### config.mk
export PLATFORM = sky130hd
export DESIGN_NAME = id_ex_stage
export DESIGN_NICKNAME = d
export VERILOG_FILES = /design/src/rtl/id_ex_stage.sv
export SDC_FILE = /design/constraint.sdc
export NUM_CORES = 1
export LEC_CHECK = 0
export CAP_MARGIN = 40
export CORE_AREA = 2 2 158 160
export CTS_CLUSTER_SIZE = 10
export DETAILED_ROUTE_END_ITERATION = 10
export DIE_AREA = 0 0 160 162
export HOLD_SLACK_MARGIN = 0.15
export PLACE_DENSITY = 0.85
export SLEW_MARGIN = 20
export SYNTH_ARGS = -nofsm -noshare
export SYNTH_HDL_FRONTEND = slang
export SYNTH_SLANG_ARGS = --single-unit
### constraint.sdc
create_clock -name clk -period 24.4 [get_ports clk]
set_clock_uncertainty 0.05 [all_clocks]
set_input_delay 3.66 -clock clk [delete_from_list [all_inputs] [get_ports clk]]
set_output_delay 3.66 -clock clk [all_outputs]
set_load 0.05 [all_outputs]
### src/rtl/id_ex_stage.sv
// ID/EX pipeline stage: decodes the ALU operation, selects operands and buffers
// one instruction plus one skid entry so in_ready is registered.
module id_ex_stage (
  input  logic        clk,
  input  logic        rst,
  input  logic        in_valid,
  output logic        in_ready,
  input  logic [63:0] rs1_data,
  input  logic [63:0] rs2_data,
  input  logic [63:0] imm,
  input  logic        alu_src,
  input  logic [1:0]  op_cls,
  input  logic [2:0]  funct3,
  input  logic        funct7_5,
  input  logic [4:0]  rd,
  input  logic        reg_write,
  input  logic        flush,
  output logic        out_valid,
  input  logic        out_ready,
  output logic [63:0] in1,
  output logic [63:0] in2,
  output logic [3:0]  ALUop,
  output logic [4:0]  rd_out,
  output logic        reg_write_out,
  output logic        illegal
);

  localparam int unsigned XLEN   = 64;
  localparam int unsigned OP_W   = 4;
  localparam int unsigned REG_W  = 5;

  localparam logic [OP_W-1:0] OP_AND = 4'b0000;
  localparam logic [OP_W-1:0] OP_OR  = 4'b0001;
  localparam logic [OP_W-1:0] OP_ADD = 4'b0010;
  localparam logic [OP_W-1:0] OP_SUB = 4'b0110;
  localparam logic [OP_W-1:0] OP_ILL = 4'b1111;

  typedef struct packed {
    logic [XLEN-1:0]  in1;
    logic [XLEN-1:0]  in2;
    logic [OP_W-1:0]  aluop;
    logic [REG_W-1:0] rd;
    logic             reg_write;
    logic             illegal;
  } entry_t;

  entry_t main_q, main_d;
  entry_t skid_q, skid_d;
  entry_t in_entry_c;
  logic   main_valid_q, main_valid_d;
  logic   skid_valid_q, skid_valid_d;
  logic   in_ready_q, in_ready_d;
  logic [OP_W-1:0] dec_aluop_c;
  logic   accept_c;
  logic   main_free_c;

  // ALU operation decode from instruction class and function bits
  always_comb begin
    dec_aluop_c = OP_ILL;
    case (op_cls)
      2'b00: dec_aluop_c = OP_ADD;
      2'b01: dec_aluop_c = OP_SUB;
      2'b10: begin
        case (funct3)
          3'b000:  dec_aluop_c = funct7_5 ? OP_SUB : OP_ADD;
          3'b111:  dec_aluop_c = OP_AND;
          3'b110:  dec_aluop_c = OP_OR;
          default: dec_aluop_c = OP_ILL;
        endcase
      end
      default: begin
        case (funct3)
          3'b000:  dec_aluop_c = OP_ADD;
          3'b111:  dec_aluop_c = OP_AND;
          3'b110:  dec_aluop_c = OP_OR;
          default: dec_aluop_c = OP_ILL;
        endcase
      end
    endcase
  end

  // Incoming entry with operand select and illegal write suppression
  always_comb begin
    in_entry_c.in1       = rs1_data;
    in_entry_c.in2       = alu_src ? imm : rs2_data;
    in_entry_c.aluop     = dec_aluop_c;
    in_entry_c.rd        = rd;
    in_entry_c.illegal   = (dec_aluop_c == OP_ILL);
    in_entry_c.reg_write = reg_write & (dec_aluop_c != OP_ILL);
  end

  assign accept_c    = in_valid & in_ready_q & ~flush;
  assign main_free_c = ~main_valid_q | out_ready;

  // Main/skid next state; the skid only fills while main is held
  always_comb begin
    main_d       = main_q;
    skid_d       = skid_q;
    main_valid_d = main_valid_q;
    skid_valid_d = skid_valid_q;
    if (flush) begin
      main_valid_d = 1'b0;
      skid_valid_d = 1'b0;
    end else if (main_free_c) begin
      skid_valid_d = 1'b0;
      if (skid_valid_q) begin
        main_d       = skid_q;
        main_valid_d = 1'b1;
      end else if (accept_c) begin
        main_d       = in_entry_c;
        main_valid_d = 1'b1;
      end else begin
        main_valid_d = 1'b0;
      end
    end else if (accept_c) begin
      skid_d       = in_entry_c;
      skid_valid_d = 1'b1;
    end
    in_ready_d = ~skid_valid_d;
  end

  always_ff @(posedge clk or posedge rst) begin
    if (rst) begin
      main_q       <= '0;
      skid_q       <= '0;
      main_valid_q <= 1'b0;
      skid_valid_q <= 1'b0;
      in_ready_q   <= 1'b1;
    end else begin
      main_q       <= main_d;
      skid_q       <= skid_d;
      main_valid_q <= main_valid_d;
      skid_valid_q <= skid_valid_d;
      in_ready_q   <= in_ready_d;
    end
  end

  assign in_ready      = in_ready_q;
  assign out_valid     = main_valid_q;
  assign in1           = main_q.in1;
  assign in2           = main_q.in2;
  assign ALUop         = main_q.aluop;
  assign rd_out        = main_q.rd;
  assign reg_write_out = main_q.reg_write;
  assign illegal       = main_q.illegal;

endmodule

Yosys cells after proc, flatten, opt, wreduce, memory -nomap -nowiden --
Cells that the tools add are included.
Word-level totals: bits in latches 0, memories kept 0, output and inout port bits 141, memory bits (read-only) 0, register bits 281, memory bits (writable) 0, word-level logic and storage cells 49, input bits 210
Operators by class: bitwise operators 8, reduce and logical (&&, ||, !) cells 6, shift operators 0, div/mod/pow operators 0, magnitude comparators 0, muxes and demuxes 14, add/sub/neg operators 0, multiply operators 0, eq/ne operators 6
Operators with widths (count):
- two-way mux 139 bit | 2
- two-way mux 64 bit | 1
- case mux 4 bit (3 select lines) | 3
- two-way mux 1 bit | 7
- equality test 3 bit, second input constant | 2
- AND reduction 3 bit | 2
- equality test 4 bit, second input constant | 1
- inequality test 4 bit, second input constant | 1
- NOT 1 bit | 4
- nonzero test 2 bit | 2
- bitwise AND 1 bit | 3
- logical NOT 3 bit | 1
- two-way mux 3 bit | 1
- equality test 2 x 1 -> 1 bit, second input constant | 1
- equality test 2 bit, second input constant | 1
- logical NOT 2 bit | 1
- bitwise OR 1 bit | 1

Depth between registers and ports, before layout --
Gate-level depths: netlist (run 1).
depth after elaboration 7, depth in mapped cells 7, mapped depth without buffers 4

Least setup slack after synthesis (run 1) --
No wires, ideal clock.
kind input port to flip-flop, from input port out_ready, to register skid_q[7] (netlist name), arrival time 4.735 ns, path slack 19.498 ns, cell stages on the path 7, library setup time 0.117 ns, cells stage by stage nand2b_1 or3_1 buf_2 buf_6 buf_2 nand2_1 nand2_1
On the way: longest elaborated chain between the ends 3
Ends and longest elaborated chain:
- from (decl) | RTL line 19 | input logic out_ready,
- bitwise OR 1 bit | RTL line 93 | assign main_free_c = ~main_valid_q | out_ready;
- NOT 1 bit (no source line)
- AND reduction 3 bit (no source line)
- to (signal assigned) | RTL line 131 | skid_q <= skid_d;
- to (decl) | RTL line 48 | entry_t skid_q, skid_d;
No other way between the ends. A chain may end at the register's enable or synchronous reset.

Worst setup path after layout (run 1) --
from input port in_valid, to register main_q (netlist bit in2[57])
On the way: longest elaborated chain between the ends 4
Ends and longest elaborated chain:
- from (decl) | RTL line 6 | input logic in_valid,
- bitwise AND 1 bit (2 in a row) | RTL line 92 | assign accept_c = in_valid & in_ready_q & ~flush;
- nonzero test 2 bit (no source line)
- AND reduction 3 bit (no source line)
- to (signal assigned) | RTL line 130 | main_q <= main_d;
- to (decl) | RTL line 47 | entry_t main_q, main_d;
No other way between the ends.

==> results of run 1 <==
==> sequential cells by signal, indices dropped and copies added, names as in the netlist <==
| register | count |
|---|---|
| skid_q | 139 |
| in1 | 64 |
| in2 | 64 |
| rd_out | 5 |
| ALUop | 4 |
| illegal | 1 |
| in_ready | 1 |
| out_valid | 1 |
| reg_write_out | 1 |
| skid_valid_q | 1 |
==> layout make-up <==
| class | count | area, µm² | area share |
|---|---|---|---|
| sequential | 281 | 7037 | 0.4132 |
| timing repair buffer | 368 | 3794 | 0.2227 |
| clock inverter | 3 | 22.52 | 0.001322 |
| multi-input combinational | 851 | 4863 | 0.2856 |
| tap | 324 | 405.4 | 0.02380 |
| inverter | 2 | 15.01 | 0.0008816 |
| clock buffer | 40 | 894.6 | 0.05253 |
==> critical path: cells and delay by family <==
| kind | cells | cell delay (ns) |
|---|---|---|
| compound gates | 1 | 0.11 |
| buf+inv | 3 | 1.33 |
| mux | 1 | 0.38 |
| simple gates | 1 | 0.49 |
==> synth_stat cells (3+ instances only) <==
cell type	count	area, µm²
sky130_fd_sc_hd__nand3_1	3	15.01
sky130_fd_sc_hd__o21ai_1	18	90.09
sky130_fd_sc_hd__dfrtp_1	280	7007
sky130_fd_sc_hd__a21oi_1	75	375.4
sky130_fd_sc_hd__mux2i_1	134	1341
sky130_fd_sc_hd__o21ai_0	116	580.6
sky130_fd_sc_hd__nand2_1	347	1303
sky130_fd_sc_hd__nand2b_1	4	25.02
sky130_fd_sc_hd__clkbuf_1	19	71.32
sky130_fd_sc_hd__buf_6	10	112.6
sky130_fd_sc_hd__nor2_1	73	274.0
sky130_fd_sc_hd__buf_2	51	255.2
sky130_fd_sc_hd__mux2_2	59	664.4
sky130_fd_sc_hd__mux2_1	6	67.56
==> layer usage <==
layer | vias up | track usage
met5 | - | 0
met2 | 346 | 0.4467
met4 | 0 | 0.07412
met1 | 4768 | 0.3083
li1 | 4702 | -
met3 | 60 | 0.06231
==> per-stage QoR <==
step | worst slack (ns) | power [µW] | hold slack, ns
detailed placement | 18.25 | 1081 | 0.4122
global placement | 17.76 | 1059 | 0.4065
floorplan | 12.94 | 898.1 | 0.3943
global route | 18.59 | 1575 | 0.4400
CTS | 18.74 | 1521 | 0.4250
finish | 18.71 | 1509 | 0.4219
==> power breakdown <==
group / switching, µW / internal, µW
Clock: 179 / 256
Combinational: 279 / 169
Sequential: 59.0 / 567
Total: 517 / 992
==> how the worst max path moves through the flow <==
stage               startpoint  endpoint  slack [ns]  depth (start not counted)
finish                in_valid   in2[57]       18.71                          6
global route          in_valid    in2[4]       18.59                          6
CTS                   in_valid   in2[13]       18.74                          6
detailed placement    in_valid    in2[5]       18.25                          6
global placement      in_valid    in2[9]       17.76                          5
floorplan                  rst  ALUop[0]       12.94                          1
==> cells by family after synthesis <==
| logic type | count (synthesis) | synth area share |
|---|---|---|
| AND/OR/NAND/NOR | 435 | 0.1356 |
| flip-flops | 281 | 0.5694 |
| AO/OA/AOI/OAI | 217 | 0.08945 |
| multiplexers | 199 | 0.1678 |
| buffers and inverters | 85 | 0.03768 |
==> parameters.txt, run 1 <==
Parameter                              Value

Clocking
  CTS tree ... yes
  Clk sinks ... 281
  H-tree depth reported by CTS ... 2
  Number of hold buffers added after cts ... 0
  Later-pin clock latency in the skew report ... around 0.51 ns
  Number of CTS-inserted buffers ... 34
  Cell at the root of the clock tree ... sky130_fd_sc_hd__clkbuf_16
  Clock-pin slew on the worst setup and hold paths ... roughly 0.050 ns
  Max Root-Sink Buffers ... 3
  Number of gates given a new drive strength after cts ... 0
  Postcts setup bufs ... 0

Hold path
  Worst hold stages ... 2
  Hold Startpoint ... skid_q[78]
  Type of the tightest min-delay check ... register to register
  WHS Endpoint ... skid_q[78]

Finish
  Leading cell type in the layout, fill and taps excluded ... sky130_fd_sc_hd__clkdlybuf4s50_1
  Area grow syn2layout ... 37.88%
  Final design area excluding fillers ... about 17000 µm²
  Antenna Cells ... 0
  Fin nets ... between 1500 and 2000
  Filler Cells Inserted ... around 1800
  Layout cells sized above 1 ... 0.07961
  Top library cells by usage in the layout, fill and taps aside ... sky130_fd_sc_hd__clkdlybuf4s50_1 (349), sky130_fd_sc_hd__nand2_1 (347), sky130_fd_sc_hd__dfrtp_1 (279), sky130_fd_sc_hd__mux2i_1 (134), sky130_fd_sc_hd__o21ai_0 (116)
  Final Core Density ... 0.7065
  Post-route non-filler standard cell count ... between 1500 and 2000

Routing
  Number of DRC violations after detailed-routing iteration 0 ... 685
  DR WL met3 ... ~2.3 mm
  Via density per instance ... 5.284
  DR WL/cell ... 17.60 µm
  Met1 Routed Length ... between 10 and 15 mm
  Detail Route Antenna Nets ... 0
  Detail Route met2 WL ... between 15 and 20 mm
  Drt total wl ... roughly 33 mm
  Count of TritonRoute iterations in the first routing pass ... 5
  DR vias ... a little under 10000
  Remaining DRCs ... 0
  Highest layer used for signal routing ... met4

Global route
  First-pass GRT wire length ... approximately 52 mm
  Pin count of the biggest net entering global routing ... 78
  Overflow left after global routing ... 0
  Number of antenna violations at the first check in global routing ... 0
  Global-route usage over all layers ... 0.2525
  Via count of the first global-routing pass ... roughly 10000

Synth
  Yosys warning count ... 0
  Synthesized net count ... about 1400
  Flip-flop cell with the highest count after synthesis ... sky130_fd_sc_hd__dfrtp_1
  Avg Synthesized Cell Area ... 10.15 µm²
  Sequential element share of the synthesized area ... 0.5694
  Synth Cell Area ... around 12000 µm²
  Count of flip-flops with a built-in enable after synthesis ... 0
  Proportion of synthesized flip-flops having asynchronous set or reset ... 1.000
  Count of distinct cell types in the synthesized netlist ... 30
  Number of instances in the synthesized netlist ... 1217
  Synth Register Bits ... 281

Setup path
  R2R Path End ... in2[57]
  R2r startpoint ... skid_valid_q
  List of cells traversed by the critical path ... clkdlybuf4s50_1 > a21oi_2 > nor3_4 > buf_4 > buf_16 > mux2_2
  CP Data Arrival Time ... 6.01 ns
  Slowest cell on the critical path ... sky130_fd_sc_hd__clkdlybuf4s50_1
  CP max stage delay ... approximately 0.52 ns
  Nature of the critical path endpoint ... register
  Depth of the worst register-to-register path ... 5
  Critical path start-end classification ... input port to register
  Setup slack of the most critical reg-to-reg path ... about 21 ns
  Worst-path fanout max ... slightly above 60
  Startpoint class of the critical path ... input port
  Worst Path Required ... 24.71 ns

Floorplanning
  Total number of placement rows ... 57
  DIE WIDTH ... ~160 µm
  Ports ... approximately 350
  Initial Util ... 0.5124
  DIE HEIGHT ... 162 µm
  Core area ... between 20000 and 25000 µm²
  Total Die Area ... roughly 26000 µm²

Status
  Outcome ... finished, final reports clean

Place
  Post-DP HPWL ... roughly 23 mm
  Final estimated routing congestion in global placement ... around 0.79
  Placed instance area ... roughly 16000 µm²
  Cell Count Post-Placement ... ~1800
  Input/output buffers ... 350

Timing
  Unrepaired setup endpoints after global routing ... no
  Crit path time final ... 5.693 ns
  Worst slew pin tran ... between 0.8 and 0.9 ns
  Setup tns final ... 0 ns
  Hold Vio Cnt, Final ... 0
  Remaining max-slew budget at the tightest pin ... 0.4298
  Total count of max-transition violations in the final report ... 0
  Final critical-path share of the clock period ... 0.2333
  Number of failing setup endpoints in the final timing report ... 0
  Maximum operating frequency ... around 0.18 GHz

Pwr
  Power per Cell Area ... between 80 and 90 nW/µm²
  Static leakage ... about 0.0074 µW
  Highest ir drop seen on vdd ... approximately 0.00006 V

Job
  Number of max-cap violations ... 0
No activity file was read; power rests on OpenSTA's default activity.
==> run 2: changes to the inputs <==
--- a/config.mk
+++ b/config.mk
@@ -6,12 +6,12 @@
 export NUM_CORES = 1
 export LEC_CHECK = 0
 export CAP_MARGIN = 40
-export CORE_AREA = 2 2 158 160
+export CORE_AREA = 2 2 164 166
 export CTS_CLUSTER_SIZE = 10
 export DETAILED_ROUTE_END_ITERATION = 10
-export DIE_AREA = 0 0 160 162
+export DIE_AREA = 0 0 166 168
 export HOLD_SLACK_MARGIN = 0.15
-export PLACE_DENSITY = 0.85
+export PLACE_DENSITY = 0.79
 export SLEW_MARGIN = 20
 export SYNTH_ARGS = -nofsm -noshare
 export SYNTH_HDL_FRONTEND = slang
==> constraint.sdc (replaced) <==
create_clock -name clk -period 5.4 [get_ports clk]
set_clock_uncertainty 0.05 [all_clocks]
set_input_delay 0.81 -clock clk [delete_from_list [all_inputs] [get_ports clk]]
set_output_delay 0.81 -clock clk [all_outputs]
set_load 0.05 [all_outputs]
==> run 2 against run 1 <==
  * Hold slack got worse by 0.0033 ns
  * Clock power increased to 4.7 times the previous value
  * Count of clock-buffer cells in the layout increased by 5
  * Critical path depth decreased by 5
  * Routed wire length decreased by 4.8%
  * Cell area increased by 0.37%
==> parameters.txt, run 2 (synthesized netlist as in run 1, its figures left out) <==
Parameter                              Value

Routing
  Detail Route Antenna Nets ... 0 (unchanged)
  Count of TritonRoute iterations in the first routing pass ... 5 (unchanged)
  Via density per instance ... 5.183 (was 5.284)
  Remaining DRCs ... 0 (unchanged)
  DR vias ... 9775 (was 9876)
  DR WL/cell ... 16.61 µm (was 17.60 µm)
  Drt total wl ... 31.32 mm (was 32.89 mm)
  Number of DRC violations after detailed-routing iteration 0 ... 702 (was 685)

Clocking
  Later-pin clock latency in the skew report ... 0.49 ns (was 0.51 ns)
  Cell at the root of the clock tree ... sky130_fd_sc_hd__clkbuf_16 (unchanged)
  CTS tree ... yes (unchanged)
  Clk sinks ... 281 (unchanged)
  Number of gates given a new drive strength after cts ... 0 (unchanged)
  Number of CTS-inserted buffers ... 34 (unchanged)
  Number of hold buffers added after cts ... 0 (unchanged)
  Clock-pin slew on the worst setup and hold paths ... 0.05 ns (about the same)
  Max Root-Sink Buffers ... 3 (unchanged)
  H-tree depth reported by CTS ... 2 (unchanged)
  Postcts setup bufs ... 0 (unchanged)

Global route
  Global-route usage over all layers ... 0.2241 (was 0.2525)
  Via count of the first global-routing pass ... 9944 (was 10070)
  Number of antenna violations at the first check in global routing ... 0 (unchanged)
  Overflow left after global routing ... 0 (unchanged)
  First-pass GRT wire length ... 51.09 mm (was 52.43 mm)
  Pin count of the biggest net entering global routing ... 121 (was 78)

Hold path
  Type of the tightest min-delay check ... register to register (unchanged)
  Worst hold stages ... 2 (unchanged)
  Hold Startpoint ... skid_q[119] (was skid_q[78])
  WHS Endpoint ... skid_q[119] (was skid_q[78])

Finish
  Area grow syn2layout ... 38.40% (was 37.88%)
  Final design area excluding fillers ... 17100 µm² (was 17030 µm²)
  Sequential cell area ... 7037 µm² (unchanged)
  Antenna Cells ... 0 (unchanged)
  Biggest register ... skid_q (unchanged)
  Area of the multi-input gates ... 4863 µm² (unchanged)
  Fin nets ... 1745 (was 1748)
  Layout cells sized above 1 ... 0.07896 (was 0.07961)
  Leading cell type in the layout, fill and taps excluded ... sky130_fd_sc_hd__clkdlybuf4s50_1 (unchanged)
  Largest register FFs ... 139 (unchanged)
  Top library cells by usage in the layout, fill and taps aside ... sky130_fd_sc_hd__clkdlybuf4s50_1 (349), sky130_fd_sc_hd__nand2_1 (347), sky130_fd_sc_hd__dfrtp_1 (279), sky130_fd_sc_hd__mux2i_1 (134), sky130_fd_sc_hd__o21ai_0 (116) (unchanged)
  Filler Cells Inserted ... 2075 (was 1770)

Pwr
  Register share of total power ... 0.409 (was 0.415)
  Highest ir drop seen on vdd ... 0.0002962 V (was 0.00005901 V)
  Net switching share of the total power ... 0.3354 (was 0.3426)
  P_int ... 4568 µW (was 992.2 µW)
  Relative contribution of the clock network to total power ... 0.298 (was 0.288)
  Power per Cell Area ... 402.1 nW/µm² (was 88.62 nW/µm²)
  Static leakage ... 0.007409 µW (was 0.007396 µW)
  Psw ... 2306 µW (was 517.1 µW)
  Share of power burned in combinational logic ... 0.294 (was 0.297)

Setup path
  Depth of the worst register-to-register path ... 4 (was 5)
  Slowest cell on the critical path ... sky130_fd_sc_hd__clkdlybuf4s50_1 (unchanged)
  Nature of the critical path endpoint ... primary output (was register)
  Worst-path fanout max ... 3 (was 61)
  Setup slack of the most critical reg-to-reg path ... 2.89 ns (was 21.42 ns)
  R2r startpoint ... skid_valid_q (unchanged)
  List of cells traversed by the critical path ... clkdlybuf4s50_1 (was clkdlybuf4s50_1 > a21oi_2 > nor3_4 > buf_4 > buf_16 > mux2_2)
  Startpoint class of the critical path ... register (was input port)
  CP max stage delay ... 0.86 ns (was 0.52 ns)
  Worst Path Required ... 4.54 ns (was 24.71 ns)
  Count of buffer and inverter cells on the critical path ... 1 (was 3)
  R2R Path End ... in2[42] (was in2[57])
  Critical path start-end classification ... register to primary output (was input port to register)
  Cell type group with the largest total delay on the critical path ... buffers and inverters (unchanged)
  CP Data Arrival Time ... 1.91 ns (was 6.01 ns)

Timing
  Number of failing setup endpoints in the final timing report ... 0 (unchanged)
  Maximum operating frequency ... ~0.36 GHz
  Unrepaired setup endpoints after global routing ... no (unchanged)
  Worst slew pin tran ... 0.8620 ns (was 0.8553 ns)
  Final critical-path share of the clock period ... 0.5131
  Remaining max-slew budget at the tightest pin ... 0.4253 (was 0.4298)
  Crit path time final ... about 2.8 ns
  Hold Vio Cnt, Final ... 0 (unchanged)
  Final worst slack ... 2.629 ns (was 18.71 ns)
  Setup tns final ... 0 ns (unchanged)
  Total count of max-transition violations in the final report ... 0 (unchanged)

Place
  Post-DP HPWL ... 21.06 mm (was 22.87 mm)
  Final estimated routing congestion in global placement ... 0.7798 (was 0.7922)
  Input/output buffers ... 350 (unchanged)
  Placed instance area ... 16090 µm² (was 16110 µm²)
  Post-Place Worst Slack ... 2.294 ns (was 18.25 ns)

Floorplanning
  Total Die Area ... 27890 µm² (was 25920 µm²)
  DIE WIDTH ... 166 µm (was 160 µm)
  Initial Util ... 0.4688 (was 0.5124)
  Total number of placement rows ... 60 (was 57)
  DIE HEIGHT ... 168 µm (was 162 µm)
  Ports ... 351 (unchanged)
  Core area ... 26350 µm² (was 24110 µm²)

Status
  Outcome ... finished, final reports clean (unchanged)

Job
  Number of max-cap violations ... 0 (unchanged)
[run 2: worst max path at each step]
stage / startpoint / to / slack, ns / depth (start not counted)
after floorplan: rst / ALUop[0] / 0.82 / 1
after global placement: in_valid / in2[56] / 2.31 / 5
after detailed placement: out_ready / skid_q[42] / 2.29 / 5
after CTS: in_ready / in_ready / 2.63 / 1
after global routing: in_ready / in_ready / 2.57 / 1
final: in_ready / in_ready / 2.63 / 1
[run 2: final cells by class]
| cell class | count | share of cell area |
|---|---|---|
| clock buffer | 45 | 0.05709 |
| clock inverter | 1 | 0.0002928 |
| inverter | 2 | 0.0006587 |
| multi-input combinational | 851 | 0.2845 |
| sequential | 281 | 0.4116 |
| tap | 341 | 0.02496 |
| timing repair buffer | 365 | 0.2209 |
[run 2: layer usage]
layer | global-route usage | wire, µm | vias up
met2 | 0.3762 | 15300 | 319
met3 | 0.05900 | 2183 | 59
met1 | 0.2864 | 12950 | 4702
met5 | 0 | 0 | -
li1 | - | - | 4695
met4 | 0.06919 | 889 | 0
[run 2: per-stage QoR]
stage / utilization / cells / hold WS [ns] / total power, µW
floorplan: - / 1217 / 0.3943 / 4059
global placement: 0.6056 / 1834 / 0.4061 / 4783
detailed placement: 0.6105 / 1839 / 0.4123 / 4862
CTS: 0.6477 / 1885 / 0.4251 / 6940
global route: 0.6488 / 1886 / 0.4449 / 7207
finish: 0.6488 / 1886 / 0.4186 / 6874
[run 2: power groups by stage]
stage / registers [µW] / clock network [µW] / logic [µW]
after floorplan: 3530 / 0 / 533
after global placement: 2820 / 0 / 1970
after detailed placement: 2840 / 0 / 2020
after CTS: 2810 / 2090 / 2040
after global routing: 2860 / 2190 / 2150
final: 2810 / 2050 / 2020
==> run 3: changes to the inputs <==
==> constraint.sdc (replaced) <==
create_clock -name clk -period 2.9 [get_ports clk]
set_clock_uncertainty 0.05 [all_clocks]
set_input_delay 0.435 -clock clk [delete_from_list [all_inputs] [get_ports clk]]
set_output_delay 0.435 -clock clk [all_outputs]
set_load 0.05 [all_outputs]
==> run 3 against run 2 <==
  * Combinational power up 87%
  * Sequential power up 86%
  * Critical path depth is the same
  * Via count grew 1.1%
  * First-iteration DRC count rose by 11%
  * Non-clock buffer count is 11 higher
  * Register-to-register slack got worse by 2.0 ns
  * Worst setup slack lost 2.1 ns
  * Total power rose by 87%
  * Hold slack got worse by 0.11 ns
  * Utilization rose by 0.43 points
  * Critical path type unchanged
  * Critical endpoint unchanged
  * Largest cell class unchanged
  * Largest power group unchanged
  * Highest routed layer unchanged
==> parameters.txt, run 3 (synthesized netlist as in run 1, its figures left out) <==
Parameter                              Value

Global route
  First-pass GRT wire length ... 51.13 mm (was 51.09 mm)
  Number of antenna violations at the first check in global routing ... 0 (unchanged)
  Overflow left after global routing ... 0 (unchanged)
  Via count of the first global-routing pass ... 9840 (was 9944)
  Global-route usage over all layers ... 0.2260 (was 0.2241)
  Pin count of the biggest net entering global routing ... 114 (was 121)

Routing
  Detail Route met2 WL ... 15.89 mm (was 15.30 mm)
  DR vias ... 9887 (was 9775)
  Via density per instance ... 5.212 (was 5.183)
  Highest layer used for signal routing ... met4 (unchanged)
  Number of DRC violations after detailed-routing iteration 0 ... 778 (was 702)
  DR WL met3 ... 2.388 mm (was 2.183 mm)
  Detail Route Antenna Nets ... 0 (unchanged)
  Remaining DRCs ... 0 (unchanged)
  Met1 Routed Length ... 12.76 mm (was 12.95 mm)
  Count of TritonRoute iterations in the first routing pass ... 5 (unchanged)
  DR WL/cell ... 16.79 µm (was 16.61 µm)
  Drt total wl ... 31.85 mm (was 31.32 mm)

Timing
  Number of failing setup endpoints in the final timing report ... 0 (unchanged)
  Hold Worst Slack ... 0.3118 ns (was 0.4186 ns)
  Worst slew pin tran ... 0.6203 ns (was 0.8620 ns)
  Final worst slack ... 0.5264 ns (was 2.629 ns)
  Final critical-path share of the clock period ... 0.8185
  Hold Vio Cnt, Final ... 0 (unchanged)
  Crit path time final ... around 2.4 ns
  Maximum operating frequency ... 0.4213 GHz
  Total count of max-transition violations in the final report ... 0 (unchanged)
  Unrepaired setup endpoints after global routing ... no (unchanged)
  Remaining max-slew budget at the tightest pin ... 0.5865 (was 0.4253)

Pwr
  Power per Cell Area ... 748.0 nW/µm² (was 402.1 nW/µm²)
  Highest ir drop seen on vdd ... 0.0005542 V (was 0.0002962 V)
  Static leakage ... 0.007465 µW (was 0.007409 µW)

Clocking
  Later-pin clock latency in the skew report ... 0.49 ns (about the same)
  Max Root-Sink Buffers ... 3 (unchanged)
  H-tree depth reported by CTS ... 2 (unchanged)
  Number of hold buffers added after cts ... 0 (unchanged)
  Clock-pin slew on the worst setup and hold paths ... 0.05 ns (about the same)
  Number of CTS-inserted buffers ... 34 (unchanged)
  CTS tree ... yes (unchanged)
  Clk sinks ... 281 (unchanged)
  Cell at the root of the clock tree ... sky130_fd_sc_hd__clkbuf_16 (unchanged)
  Number of gates given a new drive strength after cts ... 0 (unchanged)
  Postcts setup bufs ... 0 (unchanged)

Setup path
  Nature of the critical path endpoint ... primary output (unchanged)
  CP Data Arrival Time ... 1.89 ns (was 1.91 ns)
  CP max stage delay ... 0.84 ns (was 0.86 ns)
  R2r startpoint ... in_ready (was skid_valid_q)
  Worst Path Required ... 2.41 ns (was 4.54 ns)
  Cell type group with the largest total delay on the critical path ... buffers and inverters (unchanged)
  Worst-path fanout max ... 3 (unchanged)
  Depth of the worst register-to-register path ... 5 (was 4)
  Critical path start-end classification ... register to primary output (unchanged)
  Count of buffer and inverter cells on the critical path ... 1 (unchanged)
  Slowest cell on the critical path ... sky130_fd_sc_hd__clkdlybuf4s50_1 (unchanged)
  Startpoint class of the critical path ... register (unchanged)
  R2R Path End ... skid_q[8] (was in2[42])
  List of cells traversed by the critical path ... clkdlybuf4s50_1 (unchanged)
  Setup slack of the most critical reg-to-reg path ... 0.89 ns (was 2.89 ns)

Finish
  Area grow syn2layout ... 39.32% (was 38.40%)
  Biggest register ... skid_q (unchanged)
  Leading cell type in the layout, fill and taps excluded ... sky130_fd_sc_hd__clkdlybuf4s50_1 (unchanged)
  Largest register FFs ... 139 (unchanged)
  Final Core Density ... 0.6531 (was 0.6488)
  Layout cells sized above 1 ... 0.08483 (was 0.07896)
  Fin nets ... 1756 (was 1745)
  Top library cells by usage in the layout, fill and taps aside ... sky130_fd_sc_hd__clkdlybuf4s50_1 (349), sky130_fd_sc_hd__nand2_1 (347), sky130_fd_sc_hd__dfrtp_1 (279), sky130_fd_sc_hd__mux2i_1 (134), sky130_fd_sc_hd__o21ai_0 (116) (unchanged)
  Filler Cells Inserted ... 2133 (was 2075)
  Antenna Cells ... 0 (unchanged)

Floorplanning
  DIE WIDTH ... 166 µm (unchanged)
  Total number of placement rows ... 60 (unchanged)
  DIE HEIGHT ... 168 µm (unchanged)
  Core area ... 26350 µm² (unchanged)
  Ports ... 351 (unchanged)
  Total Die Area ... 27890 µm² (unchanged)
  Initial Util ... 0.4688 (unchanged)

Place
  Final estimated routing congestion in global placement ... 0.8008 (was 0.7798)
  Input/output buffers ... 350 (unchanged)
  Post-Place Worst Slack ... 0.5008 ns (was 2.294 ns)
  Post-DP HPWL ... 22.07 mm (was 21.06 mm)

Hold path
  Type of the tightest min-delay check ... input port to async pin (was register to register)

Status
  Outcome ... finished, final reports clean (unchanged)

Job
  Number of max-cap violations ... 0 (unchanged)
-- run 3: cell count changes in the layout (fill, tap and decap cells not counted), sizes merged --
cell,change
buf,+11
clkbuf,-1
bufinv,+1
-- run 3: cell type report --
class / count / area (µm²) / area share
sequential: 281 / 7037 / 0.4089
clock buffer: 44 / 952.2 / 0.05533
multi-input combinational: 851 / 4863 / 0.2826
timing repair buffer: 376 / 3884 / 0.2257
clock inverter: 2 / 35.03 / 0.002036
tap: 341 / 426.7 / 0.02479
inverter: 2 / 11.26 / 0.0006544
-- run 3: metrics by stage --
| stage | power [µW] | std cells | TNS [ns] | instance area [µm²] |
|---|---|---|---|---|
| 2_1_floorplan | 7557 | 1217 | -365.85 | 12360 |
| 3_3_place_gp | 8967 | 1851 | 0 | 16220 |
| 3_5_place_dp | 9089 | 1851 | 0 | 16220 |
| 4_1_cts | 12990 | 1897 | 0 | 17210 |
| 5_1_grt | 13460 | 1897 | 0 | 17210 |
| 6_report | 12870 | 1897 | 0 | 17210 |
-- run 3: worst reg2reg max path: stages, from the launching register on --
cell and delay (ns):
sky130_fd_sc_hd__dfstp_2 0.55, sky130_fd_sc_hd__nand2_1 0.10, sky130_fd_sc_hd__or3_4 0.53, sky130_fd_sc_hd__buf_12 0.29
sky130_fd_sc_hd__nand2_1 0.24, sky130_fd_sc_hd__o21ai_0 0.09
-- run 3: layer usage --
metal  up-vias  global-route usage
li1       4718                   -
met1      4753              0.2799
met2       361              0.3911
met3        55             0.06065
met4         0             0.06465
met5         -                   0
-- run 3: where the power goes --
group          total [µW]  switching (µW)  internal [µW]
Sequential           5240             476           4770
Clock                3850            1490           2360
Combinational        3780            2340           1440
-- run 3: worst max-delay path by stage --
| stage | start | to | slack [ns] | cells past startpoint |
|---|---|---|---|---|
| 2_1_floorplan | rst | ALUop[0] | -1.31 | 1 |
| 3_3_place_gp | out_ready | skid_q[10] | 0.56 | 6 |
| 3_5_place_dp | flush | in1[32] | 0.50 | 6 |
| 4_1_cts | in_ready | in_ready | 0.50 | 1 |
| 5_1_grt | in_ready | in_ready | 0.48 | 1 |
| 6_report | in_ready | in_ready | 0.53 | 1 |
